$ cat src/rtl/dcache_msi_pkg.sv
// rtl/dcache_msi_pkg.sv - shared widths, MSI encodings and enums for the dcache miss path
package dcache_msi_pkg;

    localparam int LINE_W   = 256;
    localparam int WORD_W   = 32;
    localparam int TAG_W    = 17;
    localparam int INDEX_W  = 10;
    localparam int OFFSET_W = 5;
    localparam int BEATS    = LINE_W / WORD_W;
    localparam int BEAT_W   = $clog2(BEATS);

    localparam logic [BEAT_W-1:0] LAST_BEAT = BEAT_W'(BEATS - 1);

    localparam logic [1:0] MSI_I = 2'b00;
    localparam logic [1:0] MSI_S = 2'b01;
    localparam logic [1:0] MSI_M = 2'b11;

    typedef enum logic [1:0] {
        CMD_NONE   = 2'b00,
        CMD_BUSRD  = 2'b01,
        CMD_BUSRDX = 2'b10,
        CMD_FLUSH  = 2'b11
    } bus_cmd_e;

    typedef enum logic [2:0] {
        ST_IDLE,
        ST_ARB,
        ST_WB,
        ST_FILL,
        ST_RESP
    } miss_state_e;

endpackage

$ cat src/rtl/line_beat_buffer.sv
// rtl/line_beat_buffer.sv - one cache line of storage with beat-wide write and read ports
module line_beat_buffer
    import dcache_msi_pkg::*;
(
    input  logic              clk,
    input  logic              clr_i,
    input  logic              ld_i,
    input  logic [LINE_W-1:0] ld_line_i,
    input  logic              we_i,
    input  logic [BEAT_W-1:0] beat_i,
    input  logic [WORD_W-1:0] wdata_i,
    output logic [WORD_W-1:0] rdata_o,
    output logic [LINE_W-1:0] line_o
);

    logic [LINE_W-1:0] line_q;

    // Whole-line load captures the victim; beat writes then overwrite it with refill data.
    always_ff @(posedge clk or posedge clr_i) begin
        if (clr_i) begin
            line_q <= '0;
        end else if (ld_i) begin
            line_q <= ld_line_i;
        end else if (we_i) begin
            line_q[beat_i*WORD_W +: WORD_W] <= wdata_i;
        end
    end

    assign rdata_o = line_q[beat_i*WORD_W +: WORD_W];
    assign line_o  = line_q;

endmodule

$ cat src/rtl/dcache_miss_ctrl.sv
// rtl/dcache_miss_ctrl.sv - single-outstanding miss controller: victim flush then line refill
module dcache_miss_ctrl
    import dcache_msi_pkg::*;
(
    input  logic               clk,
    input  logic               rst,
    input  logic               miss_valid_i,
    input  logic               miss_write_i,
    input  logic [31:0]        miss_addr_i,
    output logic               miss_ready_o,
    input  logic [1:0]         victim_state_i,
    input  logic [TAG_W-1:0]   victim_tag_i,
    input  logic [LINE_W-1:0]  victim_line_i,
    output logic               fill_valid_o,
    output logic [INDEX_W-1:0] fill_index_o,
    output logic [TAG_W-1:0]   fill_tag_o,
    output logic [1:0]         fill_state_o,
    output logic [LINE_W-1:0]  fill_line_o,
    output logic               bus_req_o,
    input  logic               bus_gnt_i,
    output logic [1:0]         bus_cmd_o,
    output logic               mem_req_o,
    output logic               mem_we_o,
    output logic [31:0]        mem_addr_o,
    output logic [WORD_W-1:0]  mem_wdata_o,
    input  logic               mem_ack_i,
    input  logic [WORD_W-1:0]  mem_rdata_i,
    output logic               busy_o
);

    miss_state_e        state_q, state_d;
    logic [BEAT_W-1:0]  beat_q, beat_d;
    logic [1:0]         fill_state_q, fill_state_d;
    logic [TAG_W-1:0]   req_tag_q;
    logic [INDEX_W-1:0] req_index_q;
    logic               req_write_q;
    logic [1:0]         victim_state_q;
    logic [TAG_W-1:0]   victim_tag_q;
    logic               accept;
    logic               buf_we;
    logic [WORD_W-1:0]  buf_rdata;
    bus_cmd_e           bus_cmd;
    logic               unused_offset;

    assign unused_offset = ^miss_addr_i[OFFSET_W-1:0];

    line_beat_buffer u_line (
        .clk       (clk),
        .clr_i     (rst),
        .ld_i      (accept),
        .ld_line_i (victim_line_i),
        .we_i      (buf_we),
        .beat_i    (beat_q),
        .wdata_i   (mem_rdata_i),
        .rdata_o   (buf_rdata),
        .line_o    (fill_line_o)
    );

    always_comb begin
        state_d      = state_q;
        beat_d       = beat_q;
        fill_state_d = fill_state_q;
        accept       = 1'b0;
        buf_we       = 1'b0;
        bus_req_o    = 1'b0;
        bus_cmd      = CMD_NONE;
        mem_req_o    = 1'b0;
        mem_we_o     = 1'b0;
        mem_addr_o   = '0;
        mem_wdata_o  = '0;
        case (state_q)
            ST_IDLE: begin
                if (miss_valid_i) begin
                    accept  = 1'b1;
                    state_d = ST_ARB;
                end
            end
            ST_ARB: begin
                bus_req_o = 1'b1;
                if (bus_gnt_i) begin
                    state_d = (victim_state_q == MSI_M) ? ST_WB : ST_FILL;
                end
            end
            ST_WB: begin
                bus_req_o   = 1'b1;
                bus_cmd     = CMD_FLUSH;
                mem_req_o   = 1'b1;
                mem_we_o    = 1'b1;
                mem_addr_o  = {victim_tag_q, req_index_q, beat_q, 2'b00};
                mem_wdata_o = buf_rdata;
                if (mem_ack_i) begin
                    beat_d = beat_q + BEAT_W'(1);
                    if (beat_q == LAST_BEAT) begin
                        state_d = ST_FILL;
                    end
                end
            end
            ST_FILL: begin
                bus_req_o  = 1'b1;
                bus_cmd    = req_write_q ? CMD_BUSRDX : CMD_BUSRD;
                mem_req_o  = 1'b1;
                mem_addr_o = {req_tag_q, req_index_q, beat_q, 2'b00};
                if (mem_ack_i) begin
                    buf_we = 1'b1;
                    beat_d = beat_q + BEAT_W'(1);
                    if (beat_q == LAST_BEAT) begin
                        state_d      = ST_RESP;
                        fill_state_d = req_write_q ? MSI_M : MSI_S;
                    end
                end
            end
            ST_RESP: begin
                state_d = ST_IDLE;
            end
            default: begin
                state_d = ST_IDLE;
            end
        endcase
    end

    always_ff @(posedge clk or posedge rst) begin
        if (rst) begin
            state_q        <= ST_IDLE;
            beat_q         <= '0;
            fill_state_q   <= '0;
            req_tag_q      <= '0;
            req_index_q    <= '0;
            req_write_q    <= 1'b0;
            victim_state_q <= '0;
            victim_tag_q   <= '0;
        end else begin
            state_q      <= state_d;
            beat_q       <= beat_d;
            fill_state_q <= fill_state_d;
            if (accept) begin
                req_tag_q      <= miss_addr_i[31 -: TAG_W];
                req_index_q    <= miss_addr_i[OFFSET_W +: INDEX_W];
                req_write_q    <= miss_write_i;
                victim_state_q <= victim_state_i;
                victim_tag_q   <= victim_tag_i;
            end
        end
    end

    assign miss_ready_o = (state_q == ST_IDLE);
    assign busy_o       = (state_q != ST_IDLE);
    assign fill_valid_o = (state_q == ST_RESP);
    assign fill_tag_o   = req_tag_q;
    assign fill_index_o = req_index_q;
    assign fill_state_o = fill_state_q;
    assign bus_cmd_o    = bus_cmd;

endmodule
$ cat config.mk
export PLATFORM = sky130hd
export DESIGN_NAME = dcache_miss_ctrl
export DESIGN_NICKNAME = d
export VERILOG_FILES = /design/src/rtl/dcache_msi_pkg.sv /design/src/rtl/line_beat_buffer.sv /design/src/rtl/dcache_miss_ctrl.sv
export SDC_FILE = /design/constraint.sdc
export NUM_CORES = 1
export LEC_CHECK = 0
export ABC_AREA = 1
export BUFFER_PORTS_ARGS = -buffer_cell sky130_fd_sc_hd__buf_2
export CAP_MARGIN = 5
export CORE_AREA = 2 2 271 273
export CTS_CLUSTER_DIAMETER = 100
export DETAILED_ROUTE_END_ITERATION = 10
export DIE_AREA = 0 0 273 275
export HOLD_SLACK_MARGIN = 0.08
export MAX_ROUTING_LAYER = met4
export PLACE_DENSITY = 0.53
export SKIP_LAST_GASP = 1
export SYNTH_ARGS = -nofsm -noshare
export SYNTH_HDL_FRONTEND = slang
export SYNTH_SLANG_ARGS = --single-unit
$ cat constraint.sdc
create_clock -name clk -period 11 [get_ports clk]
set_input_delay 0.55 -clock clk [delete_from_list [all_inputs] [get_ports clk]]
set_output_delay 0.55 -clock clk [all_outputs]
set_load 0.02 [all_outputs]
==> qor.txt <==
Antenna viol nets, final - 0
CTS tree - done
Site row count - 99
Setup TNS - 0 ns
Final hold violation count - 0
Final setup fails - 0
Routed wire per std cell - 25.6 µm
Core area - 72300 µm²
Cells after Synth - 2924
Number of setup buffers added after CTS - 0
Worst path bufs/invs - 3
Fin util - 0.334
Status - finished, final reports clean
Sequential-to-total area share from yosys stat - 0.416
Vias/cell - 4.96
Period utilization - 0.589
Root buf cell - clkbuf_16
FF-to-FF path depth - 10
RSZ-0062 raised after global routing - no
Worst skew pair latency - 0.59 ns
Die height - 275 µm
Gp weighted congestion - 0.935
Cts repair resizes - 0
Die area - 75100 µm²
CTS Buf Count - 42
Quantity of I/O buffers inserted on ports - 694
CP top delay family - simple AND/OR/NAND/NOR gates
Cell mode on critical path - nand2_1
Power per Cell Area - 344 nW/µm²
Critical Path, Cell by Cell - clkinv_2 -> ha_1 -> clkinv_2 -> nand3_1 -> nor2_4 -> nand2_1 -> nand2_1 -> inv_1 -> nand2_1 -> nand2_1
First-pass GRT wire length - 159 mm
YS warnings - 0
WS Path Type - reg2reg
Vias in the first global route - 21400
Worst setup path endpoint - u_line.line_o[30]
Fin area - 24200 µm²
Layout cell share with drive strength beyond 1 - 0.238
Initial Util - 0.259
Post-synth cell types - 28
Chip Width - 273 µm
Worst r2r src - beat_q[1]
Initial antenna violation count - 24
Post-Syn Area per Cell - 6.40 µm²
Initial drt markers - 2104
Largest net degree at the start of global routing - 145
Post-Layout Cell Count - 4501
All-Layer GR Usage - 0.305
Final net count - 3841
# hold bufs at CTS - 0
CP Launch Type - flop
Gr ovfl total - 0
Crit. End Element - flop
CTS clock-pin slew for the worst setup and hold paths - 0.06 ns
#FFs+latches synth - 311
Max Freq - 0.154 GHz
Area Growth Syn to Fin - 29.1%
Final Critical Period - 6.47 ns
First drt pass iteration count - 5
Max FO, Critical Path - 41
Highest-delay cell along the critical path - ha_1
Via Count - 22300
Hpwl dp - 84.3 mm
Max-slew violation count - 0
Total wire length - 115 mm
Post-DP Area - 22700 µm²
Critical path's largest stage delay - 1.03 ns
Mapped cell area - 18700 µm²
Clock skew - 0.0307 ns
Crit path DAT - 6.92 ns
CTS sink cnt - 311
Crit. path cell count - 10
Crit path from - beat_q[1]
CTS HTree Levels - 2
Placed cells - 4404
Worst hold-check path type - in2async
Reg-to-reg slack, setup - 4.53 ns
Reg2reg end - u_line.line_o[30]
Rel. slew slack - 0.204
Tightest Pin Transition - 1.19 ns
Worst Path Required - 11.44 ns
VDD IR max - 155 µV
Leak - 13.9 nW
Drt drc - 0
WHS - 0.0883 ns
Max Buffers Root-to-Sink - 3
IO Pins - 702
Max capacitance violation total - 0
-- power by group --
part / internal (W) / switching (W)
logic: 0.00122 / 0.00348
clock network: 0.000817 / 0.000589
registers: 0.00166 / 0.000538
total: 0.00370 / 0.00461
-- worst register-to-register path: cells and delay by family (launching register included) --
family	cells	cell delay, ns
buf+inv	3	1.97
fa+ha+maj	1	1.04
simple gates	6	2.60
flops	1	0.74
-- worst min path at each step --
| stage | from | end | slack, ns | cells after the start |
|---|---|---|---|---|
| final | rst | u_line.line_o[195] | 0.09 | 2 |
| after floorplan | victim_tag_q[0] | victim_tag_q[0] | 0.45 | 2 |
| after CTS | rst | u_line.line_o[195] | 0.1 | 2 |
| after global routing | rst | u_line.line_o[195] | 0.13 | 2 |
| after detailed placement | fill_state_o[0] | fill_state_o[0] | 0.45 | 1 |
| after global placement | fill_state_o[0] | fill_state_o[0] | 0.46 | 1 |
-- sequential cells by signal, indices dropped and copies added (netlist names) --
| register | flops |
|---|---|
| victim_tag_q | 17 |
| u_line.line_o | 256 |
| req_write_q | 1 |
| victim_state_q | 2 |
| fill_state_o | 2 |
| beat_q | 3 |
| fill_index_o | 10 |
| state_q | 3 |
| fill_tag_o | 17 |
-- metrics by stage --
| stage | setup slack, ns | power [W] |
|---|---|---|
| finish | 4.53 | 0.00831 |
| global route | 4.13 | 0.00879 |
| CTS | 4.49 | 0.00833 |
| detailed placement | 4.50 | 0.00690 |
| global placement | 4.58 | 0.00687 |
| floorplan | 1.85 | 0.00485 |
-- cell families (layout without fill, tap and decap cells) --
group	Yosys count	count (layout)	share of synthesized area
xor+xnor	1	1	0.000468
simple gates	2084	2084	0.451
other cells	1	24	0.000200
fa+ha+maj	7	7	0.00468
compound gates	184	184	0.0494
flops	311	311	0.416
buf+inv	336	931	0.0782
-- per-layer routing --
layer | vias up | routed length (µm) | share of wire | global-route usage
met4 | 0 | 4810 | 0.042 | 0.114
li1 | 10300 | - | - | -
met1 | 10600 | 44400 | 0.39 | 0.354
met3 | 215 | 9210 | 0.080 | 0.0653
met2 | 1152 | 56600 | 0.49 | 0.518
met5 | - | 0 | 0 | -
-- synth_stat cells, drive strengths merged --
cell type / number / area [µm²]
a21oi: 17 / 85.1
buf: 126 / 674
clkbuf: 79 / 297
clkinv: 1 / 3.75
conb: 1 / 3.75
dfrtp: 311 / 7780
ha: 7 / 87.6
inv: 130 / 488
nand2: 1283 / 4840
nand3: 384 / 1930
nand4: 18 / 128
nor2: 379 / 1440
nor3: 11 / 55.1
o21ai: 167 / 840
or2: 9 / 56.3
xor2: 1 / 8.76
-- cell usage in the layout (no fill, tap or decap), drive strengths merged --
master | Yosys | layout
nand3 | 384 | 384
buf | 126 | 725
inv | 130 | 129
or2 | 9 | 9
dfrtp | 311 | 311
xor2 | 1 | 1
o21ai | 167 | 167
clkinv | 1 | 15
diode | 0 | 22
ha | 7 | 7
bufinv | 0 | 2
clkinvlp | 0 | 1
nor3 | 11 | 11
clkbuf | 79 | 59
conb | 1 | 2
a21oi | 17 | 17
nand2 | 1283 | 1283
nor2 | 379 | 379
nand4 | 18 | 18
-- area by class of cell --
type	instances	area [µm²]
clock inverters	16	140
multi-input cells	2278	9540
well taps	959	1200
inverters	131	512
diodes	22	55.1
fillers	8228	48200
clock buffers	59	1220
repair buffers	725	3710
flip-flops and latches	311	7790
No activity file was read; power rests on OpenSTA's default activity.
